[src/rtl/alu_pipe32_if.sv]
// Handshake and data bundle for alu_pipe32: operand side (in_*, a, b, op)
// and result side (out_*, f, flags). The slave modport is the ALU's view.
interface alu_pipe32_if #(
    parameter int WIDTH = 32
);
    logic             in_valid;
    logic             in_ready;
    logic [WIDTH-1:0] a;
    logic [WIDTH-1:0] b;
    logic [1:0]       op;
    logic             out_valid;
    logic             out_ready;
    logic [WIDTH-1:0] f;
    logic             zero;
    logic             neg;
    logic             carry;

    modport master (
        output in_valid, a, b, op, out_ready,
        input  in_ready, out_valid, f, zero, neg, carry
    );

    modport slave (
        input  in_valid, a, b, op, out_ready,
        output in_ready, out_valid, f, zero, neg, carry
    );
endinterface

[src/rtl/alu_pipe32.sv]
// Two-stage pipelined ALU (AND/OR/XOR/ADD) with valid/ready on both sides.
// Define ALU_PIPE_FLAGS_EN to build the zero/neg/carry flag registers; otherwise they are tied to 0.

module and32 #(
    parameter int WIDTH = 32
) (
    input  logic [WIDTH-1:0] i_a,
    input  logic [WIDTH-1:0] i_b,
    output logic [WIDTH-1:0] o_y
);
    for (genvar gi = 0; gi < WIDTH; gi++) begin : g_bit
        assign o_y[gi] = i_a[gi] & i_b[gi];
    end
endmodule

module alu_pipe32 #(
    parameter int WIDTH = 32
) (
    input  logic         clk,
    input  logic         rst,
    alu_pipe32_if.slave  bus
);
    localparam logic [1:0] OP_AND = 2'b00;
    localparam logic [1:0] OP_OR  = 2'b01;
    localparam logic [1:0] OP_XOR = 2'b10;
    localparam logic [1:0] OP_ADD = 2'b11;

    logic [WIDTH-1:0] r_a;
    logic [WIDTH-1:0] r_b;
    logic [1:0]       r_op;
    logic             r_s1_v;
    logic             r_out_valid;
    logic [WIDTH-1:0] r_f;

    logic             w_s2_adv;
    logic             w_in_ready;
    logic             w_accept;
    logic [WIDTH-1:0] w_and;
    logic [WIDTH-1:0] w_sum;
    logic [WIDTH-1:0] w_result;

    // S2 can take new data whenever it is empty or being drained this cycle.
    assign w_s2_adv   = !r_out_valid || bus.out_ready;
    assign w_in_ready = !rst && (!r_s1_v || w_s2_adv);
    assign w_accept   = bus.in_valid && w_in_ready;

    and32 #(.WIDTH(WIDTH)) u_and (
        .i_a (r_a),
        .i_b (r_b),
        .o_y (w_and)
    );

`ifdef ALU_PIPE_FLAGS_EN
    logic w_carry;
    assign {w_carry, w_sum} = {1'b0, r_a} + {1'b0, r_b};
`else
    assign w_sum = r_a + r_b;
`endif

    always_comb begin
        w_result = w_and;
        case (r_op)
            OP_AND:  w_result = w_and;
            OP_OR:   w_result = r_a | r_b;
            OP_XOR:  w_result = r_a ^ r_b;
            OP_ADD:  w_result = w_sum;
            default: w_result = w_and;
        endcase
    end

    always_ff @(posedge clk) begin
        if (rst) begin
            r_a         <= '0;
            r_b         <= '0;
            r_op        <= OP_AND;
            r_s1_v      <= 1'b0;
            r_out_valid <= 1'b0;
            r_f         <= '0;
        end else begin
            if (w_accept) begin
                r_a    <= bus.a;
                r_b    <= bus.b;
                r_op   <= bus.op;
                r_s1_v <= 1'b1;
            end else if (w_s2_adv) begin
                r_s1_v <= 1'b0;
            end

            if (w_s2_adv) begin
                r_out_valid <= r_s1_v;
                if (r_s1_v) begin
                    r_f <= w_result;
                end
            end
        end
    end

`ifdef ALU_PIPE_FLAGS_EN
    logic r_zero;
    logic r_neg;
    logic r_carry;

    always_ff @(posedge clk) begin
        if (rst) begin
            r_zero  <= 1'b0;
            r_neg   <= 1'b0;
            r_carry <= 1'b0;
        end else if (w_s2_adv && r_s1_v) begin
            r_zero  <= (w_result == '0);
            r_neg   <= w_result[WIDTH-1];
            r_carry <= (r_op == OP_ADD) ? w_carry : 1'b0;
        end
    end

    assign bus.zero  = r_zero;
    assign bus.neg   = r_neg;
    assign bus.carry = r_carry;
`else
    assign bus.zero  = 1'b0;
    assign bus.neg   = 1'b0;
    assign bus.carry = 1'b0;
`endif

    assign bus.in_ready  = w_in_ready;
    assign bus.out_valid = r_out_valid;
    assign bus.f         = r_f;
endmodule

[src/flat_wrapper.sv]
// flat-port wrapper written by rule: the top's interface ports become plain ports
module alu_pipe32_flat 
#(
    parameter int WIDTH = 32
)
  (clk, rst, bus_in_valid, bus_a, bus_b, bus_op, bus_out_ready, bus_in_ready, bus_out_valid, bus_f, bus_zero, bus_neg, bus_carry);
  alu_pipe32_if #(.WIDTH(WIDTH)) bus_i ();
  input  logic clk;
  input  logic rst;
  input wire logic [$bits(bus_i.in_valid)-1:0] bus_in_valid;
  input wire logic [$bits(bus_i.a)-1:0] bus_a;
  input wire logic [$bits(bus_i.b)-1:0] bus_b;
  input wire logic [$bits(bus_i.op)-1:0] bus_op;
  input wire logic [$bits(bus_i.out_ready)-1:0] bus_out_ready;
  output wire logic [$bits(bus_i.in_ready)-1:0] bus_in_ready;
  output wire logic [$bits(bus_i.out_valid)-1:0] bus_out_valid;
  output wire logic [$bits(bus_i.f)-1:0] bus_f;
  output wire logic [$bits(bus_i.zero)-1:0] bus_zero;
  output wire logic [$bits(bus_i.neg)-1:0] bus_neg;
  output wire logic [$bits(bus_i.carry)-1:0] bus_carry;
  assign bus_i.in_valid = bus_in_valid;
  assign bus_i.a = bus_a;
  assign bus_i.b = bus_b;
  assign bus_i.op = bus_op;
  assign bus_i.out_ready = bus_out_ready;
  assign bus_in_ready = bus_i.in_ready;
  assign bus_out_valid = bus_i.out_valid;
  assign bus_f = bus_i.f;
  assign bus_zero = bus_i.zero;
  assign bus_neg = bus_i.neg;
  assign bus_carry = bus_i.carry;
  alu_pipe32 #(.WIDTH(WIDTH)) u_core (.clk(clk), .rst(rst), .bus(bus_i));
endmodule
[config.mk]
export PLATFORM = sky130hd
export DESIGN_NAME = alu_pipe32_flat
export DESIGN_NICKNAME = d
export VERILOG_FILES = /design/src/rtl/alu_pipe32_if.sv /design/src/rtl/alu_pipe32.sv /design/src/flat_wrapper.sv
export SDC_FILE = /design/constraint.sdc
export NUM_CORES = 1
export LEC_CHECK = 0
export CAP_MARGIN = 30
export CORE_ASPECT_RATIO = 1.25
export CORE_MARGIN = 10
export CORE_UTILIZATION = 59
export DETAILED_ROUTE_END_ITERATION = 12
export PLACE_DENSITY = 0.92
export SYNTH_ARGS = -nofsm -noshare
export SYNTH_HDL_FRONTEND = slang
export SYNTH_SLANG_ARGS = --single-unit
[constraint.sdc]
create_clock -name clk -period 7.4 [get_ports clk]
set_clock_uncertainty 0.1 [all_clocks]
set_input_delay 1.85 -clock clk [delete_from_list [all_inputs] [get_ports clk]]
set_output_delay 1.85 -clock clk [all_outputs]
set_load 0.02 [all_outputs]
==> results_dict.tcl, run 1 <==
set metrics [dict create \
    vias 6593 \
    grt_use_total 0.230 \
    cts_setup_buffers 0 \
    required_ns 5.45 \
    gp_congestion 0.933 \
    hold_slack_ns 0.394 \
    period_needed_ns 5.22 \
    port_buffers 103 \
    hold_depth 2 \
    die_h_um 138 \
    rows 43 \
    grt_max_degree 79 \
    worstPathArrival_ns 3.27 \
    netlist_top_cells_area "dfxtp_1 (30%), ha_1 (12%), o31ai_1 (7.7%), nand2_1 (6.8%), a21oi_1 (5.0%)" \
    die_w_um 115 \
    area_growth_pct 20.1 \
    dieArea_um2 15800 \
    ff2ff_path_depth 9 \
    p_total_mw 1.46 \
    ys_seq_area_frac 0.303 \
    met2_usage 0.400 \
    p_int_mw 1.02 \
    overflow 0 \
    busiest_layer "met2" \
    grt_pass1_vias 6551 \
    groute.layer.met3.usage 0.0316 \
    relSlewSlack 0.479 \
    dp_hpwl_um 13100 \
    outcome "finished, final reports clean" \
    ctsLongestPathBuffers 2 \
    p_sw_uw 437 \
    synth_most_common_cell "nand2_1" \
    cts_num_sinks 100 \
    syn_area_per_cell_um2 7.62 \
    cts_tree "built" \
    routedWlPerCell_um 17.8 \
    netlist_instances 866 \
    start_util 0.599 \
    hold_end "u_core.bus.f[2]$_SDFFE_PP0P_" \
    comb_power_share 0.236 \
    fmax_mhz 192 \
    use_met1 0.264 \
    clockRootBuffer "clkbuf_16" \
    rsz0062_at_grt "false" \
    hold_start "u_core.bus.f[2]$_SDFFE_PP0P_" \
    clkTransAtPathRegs_ns 0.07 \
    dpl_cell_area_um2 7610 \
    worst-r2r-setup-slack_ns 4.35 \
    synthFlopType "dfxtp_1" \
    dr.pass1.iters 8 \
    reg2reg_to "u_core.bus.f[27]$_SDFFE_PP0P_" \
    ir_drop_mv 0.118 \
    critPathKind "input pin to primary output" \
    tightest_slew_ns 0.782 \
    leakage_nw 2.97 \
    async_reset_ff_frac 0 \
    antenna_cells 0 \
    hold_class "flip-flop to flip-flop" \
    fin_area_um2 7930 \
    cts_buffers 9 \
    final_nets 1061 \
    p_seq_frac 0.411 \
    yosys_warnings 0 \
    period_share 0.705 \
    setup_viol 0 \
    cp-end-kind "primary output" \
    drt-initial-drc-count 628 \
    cts_htree_levels 3 \
    reg2reg_from "u_core.r_op[0]$_SDFFE_PP0P_" \
    syn-cell-area_um2 6600 \
    ios 107 \
    antenna_found_initial 0 \
    synth.distinct_cells 59 \
    layout-drive-gt1-share 0.0440 \
    yosys.area.top_type "dfxtp_1" \
    cts_resized 0 \
    routed_via_density 6.18 \
    clkPwrFrac 0.353 \
    final_util 0.719 \
    final_hold_viol_count 0 \
    synth-seq-cells 100 \
    grt_pass1_wl_um 31000 \
    sw_frac_of_total 0.300 \
    cts_hold_buffers 0 \
    cp-start-kind "input pin" \
    p_per_area_nw_per_um2 184 \
    worstPathMaxFanout 5 \
    ys_top_cells_by_count "nand2_1 (120), dfxtp_1 (100), nor2_1 (75)" \
    drc_errors 0 \
    synth_edf_count 0 \
    yosys.area.top_type_share 0.303 \
    routed_wl_um 18900 \
    worstSkewPairLatency_ns 0.36 \
    core_area_um2 11000 \
    drtAntennaViolNets 0 \
    maxCapViolCount 0 \
    tns_ns 0 \
    slew_viol_final 0 \
]
## worst max-delay path, cell delays in order
cell             delay (ns)
clkdlybuf4s50_1        0.42
nor2b_1                0.30
a21oi_1                0.15
clkdlybuf4s50_1        0.56
## per-stage QoR
stage / setup slack (ns) / std cells
finish: 2.18 / 1066
global placement: 2.24 / 1050
CTS: 2.18 / 1066
detailed placement: 2.17 / 1050
global route: 2.13 / 1066
floorplan: 3.06 / 868
## cell families after synthesis
logic type,count (synthesis),share of synthesized area
and+or+nand+nor,272,0.180
AOI/OAI and AO/OA,269,0.277
buffers and inverters,132,0.0786
DFF,100,0.303
adders and majority gates,65,0.124
xor gates and xnor gates,21,0.0279
muxes,6,0.00910
other,1,0.000568
## flip-flops by register name, summed over array words and instances (netlist names)
| name | count |
|---|---|
| u_core.r_s1_v | 1 |
| u_core.r_op | 2 |
| u_core.r_b | 32 |
| u_core.bus.f | 32 |
| u_core.bus.out_valid | 1 |
| u_core.r_a | 32 |
## layout by cell type (no fill, tap or decap), types with 3 or more instances in the layout
cell               n
nor4_1             6
inv_1             67
clkbuf_16          9
xor2_1            12
ha_1              64
a211oi_1          25
o21a_1             6
buf_4              8
a21o_1             3
nor2_1            75
and3_1             6
o2111ai_1          3
nand2_1          120
o21ai_2            3
o21ai_1            3
a21oi_1           66
o22ai_1            3
a211o_1            3
dfxtp_1           98
nor3_1            18
o31ai_1           68
conb_1             3
o211ai_1           6
nand3_1           16
or3_1              5
o221ai_1           3
o21ai_0           39
o21bai_1           3
clkdlybuf4s50_1  102
xnor2_1            9
nand4_1            8
mux2i_1            6
a2111oi_0          4
nand2b_1           6
a31oi_1            9
## routing by layer
layer,wire [µm],vias to the layer above
li1,-,3181
met1,7510,3036
met2,9390,301
met3,1290,75
met4,733,0
met5,0,-
## worst max-delay path by stage
stage,slack [ns],startpoint,cells after the start,to
2_1_floorplan,3.06,rst,2,bus_in_ready
3_3_place_gp,2.24,bus_out_ready,4,bus_in_ready
3_5_place_dp,2.17,bus_out_ready,4,bus_in_ready
4_1_cts,2.18,bus_out_ready,4,bus_in_ready
5_1_grt,2.13,bus_out_ready,4,bus_in_ready
6_report,2.18,bus_out_ready,4,bus_in_ready
## area by class of cell
type / count / area (µm²)
multi-input cells: 636 / 4090
fillers: 839 / 3100
flip-flops and latches: 100 / 2000
repair buffers: 111 / 1090
inverters: 68 / 255
clock buffers: 12 / 246
well taps: 135 / 169
clock inverters: 4 / 72.6
## power groups by stage
stage / Sequential (mW) / Clock, mW / Combinational, mW
finish: 0.601 / 0.515 / 0.345
global route: 0.604 / 0.535 / 0.378
detailed placement: 0.611 / 0 / 0.337
floorplan: 0.619 / 0 / 0.213
CTS: 0.600 / 0.517 / 0.341
global placement: 0.609 / 0 / 0.329
No activity file was read; power rests on OpenSTA's default activity.
==> inputs of run 2 (changes only) <==
--- a/config.mk
+++ b/config.mk
@@ -8,9 +8,9 @@
 export CAP_MARGIN = 30
 export CORE_ASPECT_RATIO = 1.25
 export CORE_MARGIN = 10
-export CORE_UTILIZATION = 59
+export CORE_UTILIZATION = 49
 export DETAILED_ROUTE_END_ITERATION = 12
-export PLACE_DENSITY = 0.92
+export PLACE_DENSITY = 0.82
 export SYNTH_ARGS = -nofsm -noshare
 export SYNTH_HDL_FRONTEND = slang
 export SYNTH_SLANG_ARGS = --single-unit
==> constraint.sdc (replaced) <==
create_clock -name clk -period 4.3 [get_ports clk]
set_clock_uncertainty 0.1 [all_clocks]
set_input_delay 1.075 -clock clk [delete_from_list [all_inputs] [get_ports clk]]
set_output_delay 1.075 -clock clk [all_outputs]
set_load 0.02 [all_outputs]
==> run 2 against run 1 <==
  * Non-clock buffer count is 5 higher
  * Sequential share of layout area shrank 0.39 points
  * Final area up 1.6%
  * Cell count rose by 3.8%
  * Total power up 77%
  * Largest cell class unchanged
  * Core utilization is 11 points lower
  * Routed wire length decreased by 1.7%
==> results_dict.tcl, run 2 (synthesis results as in run 1) <==
set metrics [dict create \
    outcome "finished, final reports clean" \
    start_util 0.499 \
    grt_pass1_vias 6234 \
    cts_buffers 9 \
    routed_wl_um 18600 \
    worstSkewPairLatency_ns 0.36 \
    area_growth_pct 22.0 \
    vias 6428 \
    cts_htree_levels 3 \
    tns_ns 0 \
    p_int_mw 1.83 \
    relSlewSlack 0.489 \
    gp_congestion 0.962 \
    period_share 0.843 \
    slowest_delay_ns 0.64 \
    clkTransAtPathRegs_ns 0.07 \
    ir_drop_mv 0.175 \
    hold_slack_ns 0.389 \
    overflow 0 \
    dp_hpwl_um 13600 \
    worstPathMaxFanout 5 \
    leakage_nw 3.01 \
    dr.pass1.iters 5 \
    slowest_stage "clkdlybuf4s50_1" \
    p_sw_uw 760 \
    antenna_found_initial 0 \
    dieArea_um2 18500 \
    cts_hold_buffers 0 \
    top_layer "met4" \
    cts_tree "built" \
    p_per_area_nw_per_um2 321 \
    drc_errors 0 \
    tightest_slew_ns 0.766 \
    final_common_cell "nand2_1" \
    cp-end-kind "primary output" \
    worst-r2r-setup-slack_ns 1.36 \
    mostFrequentLayoutCells "nand2_1 (120), clkdlybuf4s50_1 (102), dfxtp_1 (98)" \
    port_buffers 103 \
    cp_common_cell "clkdlybuf4s50_1" \
    routedWlPerCell_um 16.8 \
    final_nets 1066 \
    grt_pass1_wl_um 30300 \
    maxCapViolCount 0 \
    die_w_um 124 \
    required_ns 3.12 \
    worstPathArrival_ns 2.45 \
    cts_resized 0 \
    final_hold_viol_count 0 \
    wl_met2_um 9310 \
    antenna_cells 0 \
    clockRootBuffer "clkbuf_16" \
    cts_setup_buffers 0 \
    slew_viol_final 0 \
    cp-start-kind "input pin" \
    drt-initial-drc-count 556 \
    drtAntennaViolNets 0 \
    critPathKind "input pin to primary output" \
    wl_met3_um 1240 \
    ios 107 \
    core_area_um2 13200 \
    period_needed_ns 3.62 \
    rows 47 \
    clkPwrFrac 0.370 \
    comb_power_share 0.227 \
    crit_chain "clkdlybuf4s50_1, nor2b_1, a21oi_1, clkdlybuf4s50_1" \
    cts_num_sinks 100 \
    routed_via_density 5.81 \
    rsz0062_at_grt "false" \
    m1WireLength_um 7410 \
    layout-drive-gt1-share 0.0502 \
    p_seq_frac 0.403 \
    sw_frac_of_total 0.294 \
    die_h_um 150 \
    setup_viol 0 \
    fmax_mhz 276 \
    grt_max_degree 64 \
    grt_use_total 0.200 \
    hold_class "flip-flop to flip-flop" \
    ctsLongestPathBuffers 2 \
]
[run 2: final timing paths]
| path | startpoint | end | cells past startpoint |
|---|---|---|---|
| setup / recovery | bus_out_ready | bus_in_ready | 4 |
| hold / removal | u_core.bus.f[16]$_SDFFE_PP0P_ | u_core.bus.f[16]$_SDFFE_PP0P_ | 1 |
| setup reg to reg | u_core.r_b[1]$_SDFFE_PP0P_ | u_core.bus.f[27]$_SDFFE_PP0P_ | 9 |
| hold reg to reg | u_core.bus.f[16]$_SDFFE_PP0P_ | u_core.bus.f[16]$_SDFFE_PP0P_ | 1 |
[run 2: cell type report]
class / count / area (µm²)
Fill cell: 1206 / 5180
Multi-Input combinational cell: 636 / 4090
Sequential cell: 100 / 2000
Timing Repair Buffer: 116 / 1140
Inverter: 68 / 255
Clock buffer: 11 / 243
Tap cell: 171 / 214
Clock inverter: 5 / 106
[run 2: power by group through the flow]
stage	Combinational, mW	Sequential [mW]	Clock, mW
after floorplan	0.367	1.07	0
final	0.586	1.04	0.957
after global placement	0.569	1.06	0
after CTS	0.583	1.04	0.962
after detailed placement	0.577	1.06	0
after global routing	0.646	1.05	0.996
[run 2: metal layers]
layer | GRT usage | up-vias
met5 | 0 | -
met4 | 0.0957 | 0
met3 | 0.0339 | 55
met2 | 0.342 | 256
met1 | 0.234 | 2924
li1 | - | 3193
[run 2: critical path: cells and delay by family]
| kind | cells | cell delay (ns) |
|---|---|---|
| buf+inv | 2 | 1.09 |
| compound gates | 1 | 0.20 |
| simple gates | 1 | 0.08 |
[run 2: metrics by stage]
step / std cells / instance area [µm²] / power, mW / worst slack [ns] / util
2_1_floorplan: 868 / 6610 / 1.43 / 1.42 / -
3_3_place_gp: 1091 / 7700 / 1.63 / 0.680 / 0.582
3_5_place_dp: 1091 / 7700 / 1.64 / 0.672 / 0.582
4_1_cts: 1107 / 8050 / 2.59 / 0.663 / 0.609
5_1_grt: 1107 / 8050 / 2.69 / 0.583 / 0.609
6_report: 1107 / 8050 / 2.59 / 0.675 / 0.609
==> inputs of run 3 (changes only) <==
--- a/config.mk
+++ b/config.mk
@@ -8,9 +8,9 @@
 export CAP_MARGIN = 30
 export CORE_ASPECT_RATIO = 1.25
 export CORE_MARGIN = 10
-export CORE_UTILIZATION = 49
+export CORE_UTILIZATION = 55
 export DETAILED_ROUTE_END_ITERATION = 12
-export PLACE_DENSITY = 0.82
+export PLACE_DENSITY = 0.87
 export SYNTH_ARGS = -nofsm -noshare
 export SYNTH_HDL_FRONTEND = slang
 export SYNTH_SLANG_ARGS = --single-unit
==> constraint.sdc (replaced) <==
create_clock -name clk -period 3.46 [get_ports clk]
set_clock_uncertainty 0.1 [all_clocks]
set_input_delay 0.865 -clock clk [delete_from_list [all_inputs] [get_ports clk]]
set_output_delay 0.865 -clock clk [all_outputs]
set_load 0.02 [all_outputs]
==> run 3 against run 2 <==
  * Register-to-register slack worse by 0.77 ns
  * Largest cell class unchanged
  * Setup slack worse by 0.43 ns
  * Cell count is 0.63% lower
  * Non-clock buffer count is 3 higher
  * Critical path type unchanged
  * Final area is 0.12% lower
  * Count of clock-buffer cells in the layout stayed put
==> results_dict.tcl, run 3 (synthesis results as in run 1) <==
set metrics [dict create \
    rsz0062_at_grt "false" \
    final_util 0.689 \
    period_share 0.929 \
    place_inst 1084 \
    fill_cells 967 \
    p_per_area_nw_per_um2 382 \
    cts_htree_levels 3 \
    clockRootBuffer "clkbuf_16" \
    slowest_stage "clkdlybuf4s50_1" \
    ctsLongestPathBuffers 2 \
    cts_buffers 9 \
    die_w_um 118 \
    ir_drop_mv 0.221 \
    fmax_mhz 311 \
    clkPwrFrac 0.339 \
    dp_hpwl_um 14200 \
    grt_use_total 0.219 \
    cts_num_sinks 100 \
    grt_max_degree 90 \
    dr.pass1.iters 5 \
    setup_viol 0 \
    p_total_mw 3.07 \
    p_sw_uw 945 \
    clkTransAtPathRegs_ns 0.07 \
    crit_chain "clkdlybuf4s50_1, nor2b_1, a21oi_1, clkdlybuf4s50_1" \
    reg2reg_from "u_core.r_a[0]$_SDFFE_PP0P_" \
    hold_slack_ns 0.381 \
    setup_slack_ns 0.247 \
    cts_resized 0 \
    stdcell_count 1100 \
    slew_viol_final 0 \
    grt_pass1_wl_um 31100 \
    hold_class "flip-flop to flip-flop" \
    cp-end-kind "primary output" \
    drtAntennaViolNets 0 \
    multi_input_area_um2 4090 \
    drt-initial-drc-count 400 \
    tns_ns 0 \
    routed_wl_um 18900 \
    cts_hold_buffers 0 \
    dpl_cell_area_um2 7740 \
    core_area_um2 11700 \
    cts_tree "built" \
    final_nets 1069 \
    period_needed_ns 3.21 \
    fin_area_um2 8040 \
    reg2reg_to "u_core.bus.f[24]$_SDFFE_PP0P_" \
    final_hold_viol_count 0 \
    leakage_nw 3.01 \
    final_common_cell "nand2_1" \
    antenna_cells 0 \
    worstSkewPairLatency_ns 0.35 \
    ios 107 \
    comb_power_share 0.243 \
    rows 44 \
    die_h_um 143 \
    area_growth_pct 21.8 \
    hold_end "u_core.bus.f[16]$_SDFFE_PP0P_" \
    worstPathArrival_ns 2.25 \
    crit_family "buffers and inverters" \
    cp-start-kind "input pin" \
    routedWlPerCell_um 17.2 \
    hold_depth 1 \
    cp_common_cell "clkdlybuf4s50_1" \
    worstPathMaxFanout 5 \
    port_buffers 103 \
    critPathKind "input pin to primary output" \
    layout-drive-gt1-share 0.0532 \
    slowest_delay_ns 0.56 \
    relSlewSlack 0.547 \
    maxCapViolCount 0 \
    drc_errors 0 \
    sw_frac_of_total 0.308 \
    mostFrequentLayoutCells "nand2_1 (120), clkdlybuf4s50_1 (102), dfxtp_1 (98)" \
    required_ns 2.49 \
    vias 6449 \
    place_ws_ns 0.235 \
    final-seq-area_um2 2000 \
    p_seq_frac 0.417 \
    tightest_slew_ns 0.674 \
    grt_pass1_vias 6529 \
    overflow 0 \
    dieArea_um2 16800 \
    hold_start "u_core.bus.f[16]$_SDFFE_PP0P_" \
    path_buf_inv 2 \
    routed_via_density 5.86 \
    cts_setup_buffers 0 \
    start_util 0.566 \
    outcome "finished, final reports clean" \
    antenna_found_initial 0 \
    p_int_mw 2.13 \
    worst-r2r-setup-slack_ns 0.59 \
    gp_congestion 0.954 \
    ff2ff_path_depth 10 \
]
==> run 3: changes by cell type in the layout (fill, tap and decap cells not counted) <==
cell        delta
inv_6          -1
bufinv_16      -2
clkinv_4       +1
buf_12         +2
buf_4          +1
clkinvlp_4     +2
==> run 3: worst max path at each step <==
stage                  start                     endpoint  slack [ns]  depth (start not counted)
2_1_floorplan            rst  u_core.r_op[1]$_SDFFE_PP0P_        0.79                          7
3_3_place_gp   bus_out_ready                 bus_in_ready        0.27                          4
3_5_place_dp   bus_out_ready                 bus_in_ready        0.23                          4
4_1_cts        bus_out_ready                 bus_in_ready        0.24                          4
5_1_grt        bus_out_ready                 bus_in_ready        0.14                          4
6_report       bus_out_ready                 bus_in_ready        0.25                          4
==> run 3: area by class of cell <==
class,count,share of cell area
clock buffers,11,0.0302
repair buffers,119,0.147
clock inverters,5,0.00762
well taps,161,0.0250
flip-flops and latches,100,0.249
inverters,68,0.0317
multi-input cells,636,0.509
==> run 3: routing by layer <==
metal | part of all wire | up-vias | global-route usage
li1 | - | 3185 | -
met1 | 0.42 | 2989 | 0.244
met2 | 0.50 | 221 | 0.396
met3 | 0.046 | 54 | 0.0322
met4 | 0.039 | 0 | 0.115
met5 | 0 | - | 0
==> run 3: power by group through the flow <==
stage          Clock, mW  Sequential [mW]  Combinational [mW]
6_report            1.04             1.28               0.748
5_1_grt             1.09             1.29               0.824
4_1_cts             1.04             1.28               0.744
3_5_place_dp           0             1.31               0.738
3_3_place_gp           0             1.30               0.722
2_1_floorplan          0             1.32               0.456
